[src/rtl/if_id_queue.sv]
// if_id_queue: IF/ID fetch queue with FIFO order, flush and decoded register fields; IF_ID_BYPASS_EN adds same-cycle empty-queue bypass
package if_id_queue_pkg;
   typedef logic [2:0] lc3b_reg;
endpackage

module if_id_queue
   import if_id_queue_pkg::*;
#(
   parameter int DEPTH = 2
) (
   input  logic                         clk,
   input  logic                         reset,
   input  logic                         enq_valid,
   input  logic [15:0]                  enq_pc,
   input  logic [15:0]                  enq_instr,
   output logic                         enq_ready,
   input  logic                         flush,
   input  logic                         deq_ready,
   output logic                         deq_valid,
   output logic [15:0]                  deq_pc,
   output logic [15:0]                  deq_instr,
   output lc3b_reg                      deq_src1,
   output lc3b_reg                      deq_src2,
   output lc3b_reg                      deq_dest,
   output logic [$clog2(DEPTH+1)-1:0]   count
);
   localparam int AW = $clog2(DEPTH);
   localparam int CW = $clog2(DEPTH+1);
   logic [AW-1:0] head_q, head_d, tail_q, tail_d;
   logic [CW-1:0] count_q, count_d;
   logic [15:0]   pc_mem_q    [DEPTH];
   logic [15:0]   instr_mem_q [DEPTH];
   logic          empty, bypass, mem_enq, mem_deq;
   logic [15:0]   head_pc, head_instr;
   logic [3:0]    op;
   // Head selection: stored entry, or the incoming fetch when bypassing an empty queue
   always_comb begin
      empty = count_q == '0;
`ifdef IF_ID_BYPASS_EN
      bypass     = ~reset & empty & enq_valid & ~flush;
      head_pc    = bypass ? enq_pc : pc_mem_q[head_q];
      head_instr = bypass ? enq_instr : instr_mem_q[head_q];
`else
      bypass     = 1'b0;
      head_pc    = pc_mem_q[head_q];
      head_instr = instr_mem_q[head_q];
`endif
   end
   // Handshakes and next pointer/count state; a consumed bypass entry never touches storage
   always_comb begin
      enq_ready = count_q != CW'(DEPTH);
      deq_valid = ~flush & (~empty | bypass);
      mem_deq   = ~flush & ~empty & deq_ready;
      mem_enq   = ~flush & enq_valid & enq_ready & ~(bypass & deq_ready);
      head_d    = flush ? '0 : head_q + AW'(mem_deq);
      tail_d    = flush ? '0 : tail_q + AW'(mem_enq);
      count_d   = flush ? '0 : count_q + CW'(mem_enq) - CW'(mem_deq);
   end
   // Pointer and occupancy registers
   always_ff @(posedge clk or posedge reset) begin
      if (reset) begin
         head_q  <= '0;
         tail_q  <= '0;
         count_q <= '0;
      end else begin
         head_q  <= head_d;
         tail_q  <= tail_d;
         count_q <= count_d;
      end
   end
   // Entry storage is left unreset; invalid heads are masked to zero at the outputs
   always_ff @(posedge clk) begin
      if (mem_enq) begin
         pc_mem_q[tail_q]    <= enq_pc;
         instr_mem_q[tail_q] <= enq_instr;
      end
   end
   // Masked head outputs and register-field decode; stores read their source from [11:9]
   always_comb begin
      deq_pc    = deq_valid ? head_pc : 16'h0000;
      deq_instr = deq_valid ? head_instr : 16'h0000;
      op        = deq_instr[15:12];
      deq_dest  = deq_instr[11:9];
      deq_src1  = deq_instr[8:6];
      deq_src2  = (op == 4'b0011 || op == 4'b0111 || op == 4'b1011) ? deq_instr[11:9] : deq_instr[2:0];
      count     = count_q;
   end
endmodule
[config.mk]
export PLATFORM = sky130hd
export DESIGN_NAME = if_id_queue
export DESIGN_NICKNAME = d
export VERILOG_FILES = /design/src/rtl/if_id_queue.sv
export SDC_FILE = /design/constraint.sdc
export NUM_CORES = 1
export LEC_CHECK = 0
export CAP_MARGIN = 20
export CORE_MARGIN = 2
export CORE_UTILIZATION = 50
export DETAILED_ROUTE_END_ITERATION = 16
export PLACE_DENSITY_LB_ADDON = 0.25
export SLEW_MARGIN = 40
export SYNTH_ARGS = -nofsm -noshare
export SYNTH_HDL_FRONTEND = slang
export SYNTH_SLANG_ARGS = --single-unit
[constraint.sdc]
create_clock -name clk -period 4.75 [get_ports clk]
set_input_delay 0.475 -clock clk [delete_from_list [all_inputs] [get_ports clk]]
set_output_delay 0.475 -clock clk [all_outputs]
set_load 0.03 [all_outputs]
==> run summary <==
Status: finished, final reports clean
Count leader, synth: edfxtp_1
DP Cell Count: 314
Simple-gate share of the synthesized area: 0.0588
Psw: 0.408 mW
DRC viols: 0
H-tree depth: 3
Worst Max-Slew Pin Slew: 0.562 ns
Area share of the largest cell type after synthesis: 0.694
DP Wirelength: 3210 µm
Crit. End Element: primary output
Postcts setup bufs: 0
Hold Vio Cnt, Final: 0
Latest clock arrival within the worst-skew pair: 0.33 ns
Filler cell count: 389
Critical Setup Path Class: reg2out
Fmax: 293 MHz
Cell count along the critical path: 4
Post-synth cell types: 23
Critical path arrival: 2.94 ns
CP Cell Sequence: mux2_2 -> a2111oi_4 -> mux2_1 -> clkdlybuf4s50_1
CTS root buf: clkbuf_8
Drt wl/cell: 14.9 µm
Power share of the sequential group: 0.467
Initial antenna violation count: 0
Cell family with most CP delay: flip-flops
Post-synth top flop: edfxtp_1
Worst clock skew: 0.00578 ns
Fin cells: 330
#FFs+latches synth: 68
Max rail drop VDD: 0.253 mV
Worst Path Buf+Inv: 1
Reg2reg path depth: 7
Sequential share of the synthesized area: 0.731
Clock buffer depth: 2
WHS: 0.318 ns
Crit Path Max Fanout: 34
Largest cells by area after synthesis: edfxtp_1, mux2i_1, nor2_1, dfrtp_1, ha_1
IO Port Bufs: 81
Number of flops mapped to enable cells by yosys: 64
Critical Path RT: 4.28 ns
PwrDens: 403 mW/mm²
Die Y-Extent: 78.4 µm
Leakage: 1.30 nW
Die Span X: 78.4 µm
RSZ-0062 raised after global routing: no
Syn Area/Cell: 16.2 µm²
Setup crit start kind: flip-flop
Vias: 1608
Xor/xnor share of the synthesized area: 0.00633
FFs w/ async S/R, synth: 0.0588
Synthesized instance count: 171
Total wire length: 4930 µm
Final cycle utilization of the critical path: 0.720
CTS buffer count: 9
Total die area: 0.00615 mm²
Logic pwr share: 0.214
Global-route wire length before repair: 7640 µm
GRT overflow: 0
Detail Route Antenna Nets: 0
Layout cell share with drive strength beyond 1: 0.0814
Setup TNS: 0 ns
Post-CTS sizing: 0
Most frequent cells after synthesis: edfxtp_1, nor2_1, mux2i_1
Slowest CP cell: dfrtp_4
Post-synthesis cell area: 0.00277 mm²
CP max stage delay: 0.80 ns
Largest family of logic cells by synthesized area: multiplexers
Gp weighted congestion: 0.700
Iter 0 DRT Violations: 51
Post-synthesis compound-gate area fraction: 0.0176
Synthesized-area fraction occupied by adder cells: 0.0181
Worst Hold Class: in2async
Antenna Cells: 0
Starting density of the core: 0.509
CTS tree: built
IO Count: 82
Synth Net Count: 212
Nets: 294
Sw Ratio: 0.265
Internal Power: 1.13 mW
Area grow syn2layout: 38.2%
Number of global-route vias before repair: 1571
Clock power share: 0.319
Total GRT Usage: 0.173
Final setup viols: 0
Core ar.: 0.00544 mm²
Post-DR vias/cell: 4.87
Total power: 1.54 mW
Row count: 27
Cts hold-fix bufs: 0
Yosys Warn Count: 0
Iteration count of the initial detailed-routing pass: 4
Max-cap violations: 0
Final Slew Violations: 0
Biggest area consumer among synthesized cells: edfxtp_1
Min cycle time layout: 3.42 ns
Pin count of the biggest net entering global routing: 35
Multiplexer share of the synthesized area: 0.130
Clock-pin slew on the worst setup and hold paths: 0.07 ns
Worst slew margin: 0.625
Clk sink count: 68
[stage by stage]
stage | utilization | worst slack, ns | instance area, µm²
global placement | 0.663 | 1.48 | 3610
CTS | 0.703 | 1.30 | 3830
global route | 0.703 | 1.19 | 3830
floorplan | - | 2.38 | 2770
detailed placement | 0.665 | 1.59 | 3620
finish | 0.703 | 1.33 | 3830
[sequential cells by signal, summed over array words and instances (netlist names)]
register / cells
head_q: 1
count: 2
tail_q: 1
instr_mem_q: 32
pc_mem_q: 32
[path summary, 6_finish.rpt]
kind                                    start                 end  slack (ns)
setup / recovery             head_q$_DFF_PP0_         deq_src2[0]        1.33
max in group asynchronous               reset    head_q$_DFF_PP0_        4.27
hold reg to reg              tail_q$_DFF_PP0_    tail_q$_DFF_PP0_        0.65
hold / removal                          reset    tail_q$_DFF_PP0_        0.32
setup reg to reg           count[1]$_DFF_PP0_  count[1]$_DFF_PP0_        2.85
min in group clk             tail_q$_DFF_PP0_    tail_q$_DFF_PP0_        0.65
[power groups by stage]
stage / combinational [mW] / sequential (mW) / clock, mW
2_1_floorplan: 0.201 / 0.723 / 0
3_3_place_gp: 0.327 / 0.731 / 0
3_5_place_dp: 0.331 / 0.734 / 0
4_1_cts: 0.333 / 0.721 / 0.502
5_1_grt: 0.351 / 0.725 / 0.529
6_report: 0.329 / 0.720 / 0.492
[kinds of logic after synthesis]
logic type	count (synthesis)
xor+xnor	2
simple gates	39
fa+ha+maj	4
mux	35
compound gates	4
buf+inv	19
flops	68
[cell type report]
class	count	area, µm²	area share
clock buffer	11	131	0.0343
clock inverter	5	76.3	0.0199
inverter	6	22.5	0.00589
multi-input combinational	84	647	0.169
sequential	68	2030	0.529
tap	72	90.1	0.0235
timing repair buffer	84	833	0.218
[routing by layer]
metal,part of all wire,vias up,global-route usage
li1,-,777,-
met1,0.41,769,0.202
met2,0.52,54,0.275
met3,0.053,8,0.0793
met4,0.017,0,0.0737
met5,0,-,0
[cells in the final DEF (no fill, tap or decap), types with 3 or more instances in the layout]
| cell type | n |
|---|---|
| nor2_1 | 33 |
| mux2_1 | 3 |
| buf_4 | 3 |
| ha_1 | 4 |
| clkdlybuf4s50_1 | 81 |
| edfxtp_1 | 64 |
| dfrtp_1 | 3 |
| inv_1 | 6 |
| mux2i_1 | 30 |
| nor2b_1 | 3 |
| clkbuf_8 | 9 |
No activity file was read; power rests on OpenSTA's default activity.
